File: src/rtl/alu_flag_stage.sv
// Two-stage result/flag pipeline behind the ALU: registers the result, derives Z/N, and keeps NZCV.
// Optional macro V_STICKY_EN makes flag_v sticky until cleared via clr_sticky.
module alu_flag_stage #(
  parameter int WIDTH = 32,
  parameter int GROUP = 4
) (
  input  logic             clk,
  input  logic             reset_n,
  input  logic             in_valid,
  output logic             in_ready,
  input  logic [WIDTH-1:0] in_result,
  input  logic             in_carry,
  input  logic             in_overflow,
  input  logic             in_setflags,
  input  logic             clr_sticky,
  output logic             out_valid,
  input  logic             out_ready,
  output logic [WIDTH-1:0] out_result,
  output logic             out_zero,
  output logic             out_negative,
  output logic             out_carry,
  output logic             out_overflow,
  output logic             flag_n,
  output logic             flag_z,
  output logic             flag_c,
  output logic             flag_v
);

  localparam int NGRP = WIDTH / GROUP;

  generate
    if ((WIDTH % GROUP) != 0) begin : g_width_check
      $error("alu_flag_stage: WIDTH must be a multiple of GROUP");
    end
  endgenerate

  logic             r_s1_valid;
  logic [WIDTH-1:0] r_s1_result;
  logic             r_s1_carry;
  logic             r_s1_overflow;
  logic             r_s1_setflags;
  logic [NGRP-1:0]  r_s1_gz;

  logic             r_s2_valid;
  logic [WIDTH-1:0] r_out_result;
  logic             r_out_zero;
  logic             r_out_negative;
  logic             r_out_carry;
  logic             r_out_overflow;
  logic             r_s2_setflags;

  logic             r_flag_n;
  logic             r_flag_z;
  logic             r_flag_c;
  logic             r_flag_v;

  logic [NGRP-1:0]  w_gz;
  logic             w_s2_free;
  logic             w_s1_adv;
  logic             w_in_xfer;
  logic             w_out_xfer;
  logic             w_flag_upd;

  // Per-group zero detect; the wide AND is deferred to stage 2 to keep stage 1 shallow.
  genvar gi;
  generate
    for (gi = 0; gi < NGRP; gi++) begin : g_zero_grp
      assign w_gz[gi] = ~|in_result[gi*GROUP +: GROUP];
    end
  endgenerate

  assign w_s2_free  = !r_s2_valid || out_ready;
  assign w_s1_adv   = r_s1_valid && w_s2_free;
  assign in_ready   = !r_s1_valid || w_s1_adv;
  assign w_in_xfer  = in_valid && in_ready;
  assign w_out_xfer = r_s2_valid && out_ready;
  assign w_flag_upd = w_out_xfer && r_s2_setflags;

  always_ff @(posedge clk or negedge reset_n) begin
    if (!reset_n) begin
      r_s1_valid    <= 1'b0;
      r_s1_result   <= '0;
      r_s1_carry    <= 1'b0;
      r_s1_overflow <= 1'b0;
      r_s1_setflags <= 1'b0;
      r_s1_gz       <= '0;
    end else if (w_in_xfer) begin
      r_s1_valid    <= 1'b1;
      r_s1_result   <= in_result;
      r_s1_carry    <= in_carry;
      r_s1_overflow <= in_overflow;
      r_s1_setflags <= in_setflags;
      r_s1_gz       <= w_gz;
    end else if (w_s1_adv) begin
      r_s1_valid    <= 1'b0;
    end
  end

  always_ff @(posedge clk or negedge reset_n) begin
    if (!reset_n) begin
      r_s2_valid     <= 1'b0;
      r_out_result   <= '0;
      r_out_zero     <= 1'b0;
      r_out_negative <= 1'b0;
      r_out_carry    <= 1'b0;
      r_out_overflow <= 1'b0;
      r_s2_setflags  <= 1'b0;
    end else if (w_s1_adv) begin
      r_s2_valid     <= 1'b1;
      r_out_result   <= r_s1_result;
      r_out_zero     <= &r_s1_gz;
      r_out_negative <= r_s1_result[WIDTH-1];
      r_out_carry    <= r_s1_carry;
      r_out_overflow <= r_s1_overflow;
      r_s2_setflags  <= r_s1_setflags;
    end else if (w_out_xfer) begin
      r_s2_valid     <= 1'b0;
    end
  end

  always_ff @(posedge clk or negedge reset_n) begin
    if (!reset_n) begin
      r_flag_n <= 1'b0;
      r_flag_z <= 1'b0;
      r_flag_c <= 1'b0;
    end else if (w_flag_upd) begin
      r_flag_n <= r_out_negative;
      r_flag_z <= r_out_zero;
      r_flag_c <= r_out_carry;
    end
  end

`ifdef V_STICKY_EN
  // A set in the same cycle as a clear takes priority.
  always_ff @(posedge clk or negedge reset_n) begin
    if (!reset_n) begin
      r_flag_v <= 1'b0;
    end else if (w_flag_upd && r_out_overflow) begin
      r_flag_v <= 1'b1;
    end else if (clr_sticky) begin
      r_flag_v <= 1'b0;
    end
  end
`else
  logic w_unused_clr_sticky;
  assign w_unused_clr_sticky = clr_sticky;

  always_ff @(posedge clk or negedge reset_n) begin
    if (!reset_n) begin
      r_flag_v <= 1'b0;
    end else if (w_flag_upd) begin
      r_flag_v <= r_out_overflow;
    end
  end
`endif

  assign out_valid    = r_s2_valid;
  assign out_result   = r_out_result;
  assign out_zero     = r_out_zero;
  assign out_negative = r_out_negative;
  assign out_carry    = r_out_carry;
  assign out_overflow = r_out_overflow;
  assign flag_n       = r_flag_n;
  assign flag_z       = r_flag_z;
  assign flag_c       = r_flag_c;
  assign flag_v       = r_flag_v;

endmodule

File: config.mk
export PLATFORM = sky130hd
export DESIGN_NAME = alu_flag_stage
export DESIGN_NICKNAME = d
export VERILOG_FILES = /design/src/rtl/alu_flag_stage.sv
export SDC_FILE = /design/constraint.sdc
export NUM_CORES = 1
export LEC_CHECK = 0
export ABC_AREA = 1
export BUFFER_PORTS_ARGS = -buffer_cell sky130_fd_sc_hd__buf_2
export CAP_MARGIN = 40
export CORE_MARGIN = 3
export CORE_UTILIZATION = 57
export CTS_CLUSTER_SIZE = 25
export DETAILED_ROUTE_END_ITERATION = 10
export PLACE_DENSITY = 0.83
export RECOVER_POWER = 100
export SYNTH_ARGS = -nofsm -noshare
export SYNTH_HDL_FRONTEND = slang
export SYNTH_SLANG_ARGS = --single-unit
File: constraint.sdc
create_clock -name clk -period 1.7 [get_ports clk]
set_input_delay 0.085 -clock clk [delete_from_list [all_inputs] [get_ports clk]]
set_output_delay 0.085 -clock clk [all_outputs]
set_load 0.005 [all_outputs]
# == Word-level counts from Yosys, hierarchy flattened ==
# Index checks and enable logic that the tools add are counted.
# word_totals
register_bits,86
wordCells,48
inputBits,40
# classes
n_reduce_logical,27
muxes,4
# op_table
cell,n
OR reduction 4 bit,8
zero test 1 bit,10
AND reduction 8 bit,1
logical AND 1 bit,4
2-to-1 mux 1 bit,4
nonzero test 2 bit,2
logical OR 1 bit,2

# == Longest topological paths before layout ==
# Gate-level depths: netlist (run 1).
# depth
ltp_word,6
ltp_mapped,6

# == Worst setup path before layout (run 1) ==
# OpenSTA, ideal clock, no wires.
# synth_timing
kind,register to register
start,"register r_s2_valid, in the netlist out_valid"
end,register r_s1_result[0]
stages_incl_launch_ff,5
setup_ns,0.066
t_required_ns,1.634
synth_period_minus_slack_ns,1.093
path_slack_ns,0.607
arrival_time_ns,1.026
path_cell_list,dfrtp_1 nand3_4 buf_1 nand3_1 nand2_1
# synth_between
elab_chain_cells,5
# synth_lines
item,line_no,text
start: declaration,44,logic r_s2_valid;
start signal: assignment,101,r_s2_valid <= 1'b0;
start signal: assignment,109,r_s2_valid <= 1'b1;
start signal: assignment,117,r_s2_valid <= 1'b0;
zero test 1 bit,72,assign w_s2_free = !r_s2_valid || out_ready;
logical OR 1 bit,72,
logical AND 1 bit,73,assign w_s1_adv = r_s1_valid && w_s2_free;
logical OR 1 bit,74,assign in_ready = !r_s1_valid || w_s1_adv;
logical AND 1 bit,75,assign w_in_xfer = in_valid && in_ready;
end signal: assignment,89,r_s1_result <= in_result;
end: declaration,38,logic [WIDTH-1:0] r_s1_result;
# Every way passes these cells.
# A chain may end at the register's enable or synchronous reset.

# == Final worst setup path (run 1) ==
# layout_timing
start,"register r_s2_valid, in the netlist out_valid"
end,register r_s1_result[20]
# Same word-level chain as after synthesis.

==> reports/qor.tcl, run 1 <==
set qor(hold-worst-slack_ns) 0.0191
set qor(max_cap_violations) 0
set qor(die_h_um) 83.2
set qor(post-dp-hpwl_mm) 4.90
set qor(drive_gt1_frac) 0.177
set qor(synth_edf_count) 0
set qor(required_ns) 1.99
set qor(1st_iter_drt_viols) 209
set qor(clock_skew_ns) 0.00690
set qor(power.sequential.fraction) 0.494
set qor(coreArea_um2) 5640
set qor(clock_tree.root_cell) {sky130_fd_sc_hd__clkbuf_8}
set qor(grt_antenna_before_repair) 0
set qor(finalCritPeriodShare) 0.854
set qor(cts.repair_timing.setup_buffer_count) 0
set qor(total_leakage_power_nw) 2.40
set qor(cts_inserted_buffers) 9
set qor(final_hold_viol_count) 0
set qor(finalWorstPathRequiredPeriod_ns) 1.45
set qor(timing.reg2reg.worst_path_depth) 4
set qor(crit_path_dat_ns) 1.74
set qor(worst_path_dominant_cell_family) {simple AND/OR/NAND/NOR gates}
set qor(die_area_um2) 6930
set qor(outcome) {completed}
set qor(timing.fmax_ghz) 0.689
set qor(post_synthesis_sequential_area_ratio) 0.626
set qor(area_growth_pct) 28.7
set qor(min_path_type) {in -> reg}
set qor(fillCellCount) 391
set qor(synthTopCellsByArea) {sky130_fd_sc_hd__dfrtp_1 (63%), sky130_fd_sc_hd__nand2_1 (22%), sky130_fd_sc_hd__nand3_1 (5.4%)}
set qor(reg2reg_to) {r_s1_result[20]$_DFFE_PN0P_}
set qor(multi_input_gate_area_in_the_final_layout_um2) 1120
set qor(yosysMostFrequentCell) {sky130_fd_sc_hd__nand2_1}
set qor(grt_first_pass_wirelength_mm) 13.6
set qor(post_dp_cell_area_um2) 3850
set qor(worstSetupStartpoint) {out_valid$_DFFE_PN0P_}
set qor(critical_path_class) {reg -> reg}
set qor(initial_core_util) 0.603
set qor(synth_seq_cells) 85
set qor(worstHoldStart) {in_result[31]}
set qor(r2r_start) {out_valid$_DFFE_PN0P_}
set qor(ff_latch_area_um2) 2130
set qor(worst-slew-pin-transition_ns) 0.717
set qor(synth_top_area_share) 0.626
set qor(rsz0062_at_grt) {no}
set qor(crit_path_max_incr_delay_ns) 0.46
set qor(synthArstFlopShare) 1.00
set qor(endpoint_kind) {flop}
set qor(gp_routability_congestion) 0.760
set qor(synth_top_cell_by_area) {sky130_fd_sc_hd__dfrtp_1}
set qor(pwr_density_cell_nw_per_um2) 1220
set qor(grt_util_all_layers) 0.244
set qor(worstSetupPathDepth) 4
set qor(via_per_inst) 5.15
set qor(critPathCapture) {r_s1_result[20]$_DFFE_PN0P_}
set qor(critPathMaxFanout) 44
set qor(final_cells) 574
set qor(clockPowerShare) 0.314
set qor(timing.final.setup_violations) 0
set qor(post-place-cells) 524
set qor(first_global_vias) 2913
set qor(avgSynthCellArea_um2) 8.85
set qor(layout.nets) 537
set qor(cts.sinks) 85
set qor(synth_warnings) 0
set qor(clock_pin_slew_on_the_worst_setup_and_hold_paths_ns) 0.08
set qor(ys_dominant_reg_cell) {sky130_fd_sc_hd__dfrtp_1}
set qor(setup.worst_path.start_class) {flop}
set qor(reg2reg_setup_slack_ns) 0.25
set qor(max_slew_margin) 0.522
set qor(number_of_unique_standard_cell_types_used_by_synthesis) 16
set qor(crit_path_cell_trace) {nand3_4 -> nand2_4 -> nand2_1 -> nand2_1}
set qor(vias) 2954
set qor(post-route-drc-count) 0
set qor(largest_net_degree_at_the_start_of_global_routing) 45
set qor(gr-total-overflow) 0
set qor(ant_nets) 0
set qor(power.share.combinational) 0.192
set qor(netSwitchingFraction) 0.277
set qor(critical_path.most_common_cell) {sky130_fd_sc_hd__nand2_1}
set qor(finish.instance_area_um2) 4380
set qor(critical_path_buf_inv_count) 0
set qor(buffer_ports.inserted) 80
set qor(postLayoutCoreUtil) 0.776
set qor(antenna_cells) 0
set qor(syn-cell-area_um2) 3400
set qor(p_int_mw) 3.87
set qor(ioPinCount) 82
set qor(crit_path_top_delay_cell) {sky130_fd_sc_hd__dfrtp_1}
set qor(final_tns_setup_ns) 0
set qor(htree_levels) 3
set qor(synth_common_cells) {sky130_fd_sc_hd__nand2_1 (199), sky130_fd_sc_hd__dfrtp_1 (85), sky130_fd_sc_hd__nand3_1 (37)}
set qor(tritoncts) {built}
set qor(timing_max_transition_violations_final) 0
set qor(num_rows) 27
set qor(floorplan.die.width_um) 83.2
set qor(net_count_of_the_mapped_netlist) 424
set qor(routed_wire_length_per_instance_um) 13.6
set qor(drtPass1Iterations) 5
set qor(worstSkewPairLatency_ns) 0.35
set qor(net-switching-power_mw) 1.49
set qor(routed_wl_mm) 7.79
set qor(ir_drop_v) 0.000642
set qor(max-clock-path-buffers) 2
set qor(synthCells) 384
tightest hold or removal path, stage by stage:
cell	delay [ns]
sky130_fd_sc_hd__buf_2	0.10
sky130_fd_sc_hd__nand3_1	0.08
sky130_fd_sc_hd__nand2_1	0.07
cells by family (layout without fill, tap and decap cells):
family,after synthesis,count (layout),share of synthesized area
compound gates,8,8,0.0129
flops,85,85,0.626
buf+inv,27,145,0.0442
simple gates,264,264,0.317
sequential cells by signal, summed over array words and instances, names as in the netlist:
name / count
r_s2_setflags: 1
flag_n: 1
r_s1_valid: 1
r_s1_result: 32
out_overflow: 1
r_s1_carry: 1
r_s1_setflags: 1
out_carry: 1
flag_v: 1
out_result: 32
r_s1_overflow: 1
r_s1_gz: 8
flag_c: 1
out_zero: 1
out_valid: 1
flag_z: 1
cells in the final DEF (no fill, tap or decap), types with 3 or more instances in the layout:
cell type and instances:
sky130_fd_sc_hd__nand2_1 199, sky130_fd_sc_hd__dfrtp_1 85, sky130_fd_sc_hd__buf_2 64, sky130_fd_sc_hd__nand3_1 37, sky130_fd_sc_hd__dlygate4sd3_1 34, sky130_fd_sc_hd__clkbuf_1 19, sky130_fd_sc_hd__nor2_1 18, sky130_fd_sc_hd__clkbuf_8 10
sky130_fd_sc_hd__nand4_1 8, sky130_fd_sc_hd__o21ai_0 7, sky130_fd_sc_hd__inv_1 5, sky130_fd_sc_hd__buf_4 4, sky130_fd_sc_hd__bufinv_16 3, sky130_fd_sc_hd__clkbuf_2 3
power groups by stage:
stage	logic, mW	clock network (mW)	registers, mW
2_1_floorplan	0.515	0	2.67
3_3_place_gp	0.972	0	2.65
3_5_place_dp	1.01	0	2.67
4_1_cts	1.08	1.71	2.64
5_1_grt	1.16	1.83	2.69
6_report	1.03	1.68	2.65
per-stage QoR:
stage | setup WS (ns) | power, mW
final | 0.248 | 5.36
after global routing | 0.0829 | 5.69
after CTS | 0.186 | 5.43
after detailed placement | 0.220 | 3.68
after global placement | 0.267 | 3.62
after floorplan | 0.607 | 3.19
layout make-up:
type	instances	share of cell area
Timing Repair Buffer	123	0.178
Clock inverter	4	0.0217
Multi-Input combinational cell	272	0.256
Inverter	6	0.00515
Tap cell	72	0.0206
Sequential cell	85	0.486
Clock buffer	12	0.0332
worst min path at each step:
stage,end,slack (ns),depth (start not counted)
after detailed placement,out_result[28]$_DFFE_PN0P_,0.04,1
after global routing,r_s1_result[24]$_DFFE_PN0P_,0.02,3
after floorplan,flag_c$_DFFE_PN0P_,-0.21,0
after CTS,r_s1_result[24]$_DFFE_PN0P_,0.007,3
final,r_s1_result[31]$_DFFE_PN0P_,0.02,3
after global placement,out_result[28]$_DFFE_PN0P_,0.03,1
what timing repair did:
action,in CTS,in global routing
hold buffers,34,0
endpoints found under the hold margin,59,0
resized for setup,0,0
per-layer routing:
layer | share of wire | global-route usage | vias up | wire length, µm
met4 | 0.014 | 0.0936 | 0 | 108
li1 | - | - | 1431 | -
met5 | 0 | 0 | - | 0
met1 | 0.41 | 0.314 | 1398 | 3220
met3 | 0.064 | 0.0585 | 11 | 502
met2 | 0.51 | 0.402 | 114 | 3960
(Power assumes the default switching activity.)
==> run 2: changes to the inputs <==
==> constraint.sdc (replaced) <==
create_clock -name clk -period 1.7 [get_ports clk]
set_input_delay 0.34 -clock clk [delete_from_list [all_inputs] [get_ports clk]]
set_output_delay 0.34 -clock clk [all_outputs]
set_load 0.05 [all_outputs]
==> reports/qor.tcl, run 2 (synthesis gave the netlist of run 1 again) <==
set qor(timing_max_transition_violations_final) 0
set qor(worstHoldStart) {in_carry}
set qor(outcome) {completed}
set qor(multi_input_gate_area_in_the_final_layout_um2) 1120
set qor(ioPinCount) 82
set qor(1st_iter_drt_viols) 198
set qor(ir_drop_v) 0.000819
set qor(cts_inserted_buffers) 9
set qor(routed_wire_length_per_instance_um) 13.4
set qor(layout.nets) 505
set qor(required_ns) 1.36
set qor(post-route-drc-count) 0
set qor(area_growth_pct) 17.8
set qor(hold_path_end) {r_s1_carry$_DFFE_PN0P_}
set qor(post-dp-hpwl_mm) 4.92
set qor(cts.repair_timing.setup_buffer_count) 0
set qor(final_tns_setup_ns) 0
set qor(drtPass1Iterations) 4
set qor(reg2reg_to) {out_result[25]$_DFFE_PN0P_}
set qor(gr-total-overflow) 0
set qor(grt_first_pass_wirelength_mm) 12.4
set qor(gp_routability_congestion) 0.756
set qor(num_rows) 27
set qor(clock_skew_ns) 0.00398
set qor(drive_gt1_frac) 0.145
set qor(layout.cells.most_common) {sky130_fd_sc_hd__nand2_1}
set qor(rsz0062_at_grt) {no}
set qor(die_h_um) 83.2
set qor(routed_wl_mm) 7.24
set qor(crit_path_dat_ns) 1.26
set qor(timing.final.setup_violations) 0
set qor(worstSkewPairLatency_ns) 0.34
set qor(clock_pin_slew_on_the_worst_setup_and_hold_paths_ns) 0.08
set qor(timing.reg2reg.worst_path_depth) 5
set qor(min_delay_path_depth) 3
set qor(max-clock-path-buffers) 2
set qor(clock_tree.root_cell) {sky130_fd_sc_hd__clkbuf_8}
set qor(final_cells) 542
set qor(total_leakage_power_nw) 2.17
set qor(critical_path_class) {reg -> out}
set qor(r2r_start) {out_valid$_DFFE_PN0P_}
set qor(coreArea_um2) 5640
set qor(vias) 2741
set qor(antenna_cells) 0
set qor(hold-worst-slack_ns) 0.227
set qor(post_cts_resize_count) 0
set qor(max_cap_violations) 0
set qor(post_cts_hold_buffer_count) 1
set qor(final_hold_viol_count) 0
set qor(finalWorstPathRequiredPeriod_ns) 1.60
set qor(floorplan.die.width_um) 83.2
set qor(ant_nets) 0
set qor(largest_net_degree_at_the_start_of_global_routing) 45
set qor(most-common-layout-cells) {sky130_fd_sc_hd__nand2_1 (199), sky130_fd_sc_hd__dfrtp_1 (85), sky130_fd_sc_hd__clkbuf_1 (41)}
set qor(setup.worst_path.start_class) {flop}
set qor(htree_levels) 3
set qor(initial_core_util) 0.603
set qor(critPathMaxFanout) 8
set qor(total_power_mw) 5.92
set qor(worst-slew-pin-transition_ns) 0.868
set qor(max_slew_margin) 0.421
set qor(finalCritPeriodShare) 0.939
set qor(die_area_um2) 6930
set qor(cts.sinks) 85
set qor(grt_util_all_layers) 0.221
set qor(min_path_type) {in -> reg}
set qor(timing.fmax_ghz) 0.627
set qor(grt_antenna_before_repair) 0
set qor(ff_latch_area_um2) 2130
set qor(endpoint_kind) {output port}
set qor(pwr_density_cell_nw_per_um2) 1480
set qor(post-place-cells) 525
set qor(tritoncts) {built}
set qor(buffer_ports.inserted) 80
set qor(via_per_inst) 5.06
set qor(fillCellCount) 503
set qor(reg2reg_setup_slack_ns) 0.25
set qor(first_global_vias) 2681
run 2: cell types whose count changed in the layout (fill, tap and decap cells not counted):
cell / delta
sky130_fd_sc_hd__dlygate4sd3_1: -33
sky130_fd_sc_hd__buf_2: -26
sky130_fd_sc_hd__clkbuf_1: +22
sky130_fd_sc_hd__clkbuf_2: +3
sky130_fd_sc_hd__buf_12: +2
sky130_fd_sc_hd__bufinv_16: -2
sky130_fd_sc_hd__buf_4: +1
sky130_fd_sc_hd__clkbuf_4: -1
sky130_fd_sc_hd__clkinv_2: +1
sky130_fd_sc_hd__clkinvlp_4: +1
run 2: worst max-delay path, stage by stage (launching register included):
cell	delay, ns
sky130_fd_sc_hd__dfrtp_1	0.45
sky130_fd_sc_hd__nand3_4	0.18
sky130_fd_sc_hd__buf_2	0.29
run 2: per-stage QoR:
step | setup slack, ns | cell area, µm² | utilization
5_1_grt | 0.0355 | 4010 | 0.710
3_3_place_gp | 0.287 | 3870 | 0.686
6_report | 0.104 | 4010 | 0.710
2_1_floorplan | 0.175 | 3400 | -
3_5_place_dp | 0.252 | 3870 | 0.686
4_1_cts | 0.0508 | 4080 | 0.722
run 2: how the worst max path moves through the flow:
stage | to | startpoint | depth (start not counted) | slack (ns)
floorplan | in_ready | out_valid$_DFFE_PN0P_ | 2 | 0.18
global placement | r_s1_gz[0]$_DFFE_PN0P_ | out_ready | 6 | 0.29
detailed placement | r_s1_gz[0]$_DFFE_PN0P_ | out_ready | 6 | 0.25
CTS | in_ready | out_valid$_DFFE_PN0P_ | 2 | 0.05
global route | in_ready | out_valid$_DFFE_PN0P_ | 2 | 0.04
finish | in_ready | out_valid$_DFFE_PN0P_ | 2 | 0.10
run 2: area by class of cell:
cell class,instances,area share
clock buffers,12,0.0362
multi-input cells,272,0.279
repair buffers,91,0.113
well taps,72,0.0225
clock inverters,4,0.0119
flip-flops and latches,85,0.531
inverters,6,0.00562
run 2: routing by layer:
layer,GRT usage,routed length [µm]
met1,0.300,3200
met2,0.358,3470
met3,0.0417,461
met4,0.0802,112
met5,0,0
run 2: where the power goes:
group | internal [mW] | switching (mW)
clock network | 0.716 | 0.688
logic | 0.358 | 1.51
registers | 2.42 | 0.225
==> run 3: changes to the inputs <==
Settings changed: CORE_UTILIZATION 57 to 45, PLACE_DENSITY 0.83 to 0.68.
==> reports/qor.tcl, run 3 (synthesis gave the netlist of run 1 again) <==
set qor(initial_core_util) 0.466
set qor(vias) 2718
set qor(antenna_cells) 0
set qor(worstSkewPairLatency_ns) 0.34
set qor(clock_tree.root_cell) {sky130_fd_sc_hd__clkbuf_8}
set qor(total_leakage_power_nw) 2.15
set qor(worst-slew-pin-transition_ns) 0.798
set qor(cts_inserted_buffers) 9
set qor(multi_input_gate_area_in_the_final_layout_um2) 1120
set qor(timing_max_transition_violations_final) 0
set qor(fillCellCount) 732
set qor(final_cells) 568
set qor(max_slew_margin) 0.468
set qor(cts.repair_timing.setup_buffer_count) 0
set qor(die_h_um) 92.9
set qor(1st_iter_drt_viols) 145
set qor(area_growth_pct) 17.1
set qor(layout.nets) 504
set qor(final_hold_viol_count) 0
set qor(buffer_ports.inserted) 80
set qor(critical_path_buf_inv_count) 1
set qor(worstHoldStart) {in_result[27]}
set qor(crit_path_dat_ns) 1.27
set qor(drtPass1Iterations) 6
set qor(coreArea_um2) 7290
set qor(endpoint_kind) {output port}
set qor(ir_drop_v) 0.000640
set qor(postLayoutCoreUtil) 0.546
set qor(grt_first_pass_wirelength_mm) 12.5
set qor(post-dp-hpwl_mm) 4.82
set qor(grt_antenna_before_repair) 0
set qor(gr-total-overflow) 0
set qor(die_area_um2) 8630
set qor(min_path_type) {in -> reg}
set qor(post-place-cells) 551
set qor(worstSetupStartpoint) {out_valid$_DFFE_PN0P_}
set qor(r2r_start) {out_valid$_DFFE_PN0P_}
set qor(timing.fmax_ghz) 0.623
set qor(crit_path_max_incr_delay_ns) 0.46
set qor(pwr_density_cell_nw_per_um2) 1440
set qor(floorplan.die.width_um) 92.9
set qor(first_global_vias) 2636
set qor(tritoncts) {built}
set qor(num_rows) 31
set qor(post-route-drc-count) 0
set qor(finalCritPeriodShare) 0.944
set qor(routed_wire_length_per_instance_um) 12.8
set qor(htree_levels) 3
set qor(crit_path_top_delay_cell) {sky130_fd_sc_hd__dfrtp_2}
set qor(ioPinCount) 82
set qor(outcome) {completed}
set qor(grt_util_all_layers) 0.184
set qor(routed_wl_mm) 7.25
set qor(rsz0062_at_grt) {no}
set qor(setup.worst_path.start_class) {flop}
set qor(max_cap_violations) 0
set qor(largest_net_degree_at_the_start_of_global_routing) 45
set qor(worst_path_dominant_cell_family) {flip-flops}
set qor(most-common-layout-cells) {sky130_fd_sc_hd__nand2_1 (199), sky130_fd_sc_hd__dfrtp_1 (84), sky130_fd_sc_hd__clkbuf_1 (41)}
set qor(gp_routability_congestion) 0.783
set qor(drive_gt1_frac) 0.145
set qor(clock_skew_ns) 0.00792
set qor(finalWorstPathRequiredPeriod_ns) 1.61
set qor(timing.final.setup_violations) 0
set qor(total_power_mw) 5.71
set qor(hold-worst-slack_ns) 0.241
set qor(max-clock-path-buffers) 2
set qor(critical_path_class) {reg -> out}
set qor(reg2reg_setup_slack_ns) 0.23
set qor(ant_nets) 0
set qor(layout.cells.most_common) {sky130_fd_sc_hd__nand2_1}
set qor(final_tns_setup_ns) 0
set qor(required_ns) 1.36
set qor(cts.sinks) 85
set qor(critPathMaxFanout) 8
set qor(via_per_inst) 4.79
set qor(ff_latch_area_um2) 2130
set qor(clock_pin_slew_on_the_worst_setup_and_hold_paths_ns) 0.09
set qor(crit_path_cell_trace) {nand3_4 -> clkbuf_2}
run 3: cell count changes in the layout (fill, tap and decap cells not counted), sizes merged:
| cell | before | now |
|---|---|---|
| clkbuf | 57 | 56 |
| bufinv | 1 | 0 |
| clkinv | 2 | 4 |
| buf | 45 | 44 |
run 3: repair_timing:
| action | 4_1_cts | 5_1_grt |
|---|---|---|
| endpoints found under the setup margin | 0 | 1 |
| hold buffers | 1 | 0 |
| hold endpoints to repair | 30 | 0 |
| resized for setup | 0 | 2 |
run 3: worst paths after layout:
| path | end | cells past startpoint |
|---|---|---|
| setup / recovery | in_ready | 2 |
| hold / removal | r_s1_result[27]$_DFFE_PN0P_ | 3 |
| setup reg to reg | out_carry$_DFFE_PN0P_ | 3 |
| hold reg to reg | out_result[2]$_DFFE_PN0P_ | 2 |
| max in group asynchronous | out_valid$_DFFE_PN0P_ | 3 |
| min in group asynchronous | out_result[25]$_DFFE_PN0P_ | 2 |
run 3: metal layers:
| layer | global-route usage | share of wire | up-vias |
|---|---|---|---|
| met5 | 0 | 0 | - |
| met4 | 0.0769 | 0.012 | 0 |
| met3 | 0.0333 | 0.055 | 6 |
| met2 | 0.286 | 0.46 | 72 |
| met1 | 0.255 | 0.48 | 1279 |
| li1 | - | - | 1361 |
run 3: layout make-up:
class / count / share of cell area
well taps: 99 / 0.0311
clock inverters: 5 / 0.00692
clock buffers: 11 / 0.0330
multi-input cells: 272 / 0.281
inverters: 6 / 0.00566
repair buffers: 90 / 0.108
flip-flops and latches: 85 / 0.535
run 3: through the flow:
step	setup WS, ns	instance area [µm²]
final	0.0949	3980
after global routing	0.0316	3980
after CTS	0.0284	4060
after detailed placement	0.233	3890
after global placement	0.252	3890
after floorplan	0.175	3400
run 3: tightest hold or removal path: stages:
cell	delay, ns
sky130_fd_sc_hd__buf_2	0.09
sky130_fd_sc_hd__nand3_1	0.07
sky130_fd_sc_hd__nand2_1	0.06
run 3: power breakdown:
part / switching, mW / leakage [nW] / total [mW] / internal (mW)
Sequential: 0.213 / 1.07 / 2.63 / 2.42
Clock: 0.703 / 0.0829 / 1.23 / 0.523
Combinational: 1.50 / 0.996 / 1.86 / 0.354
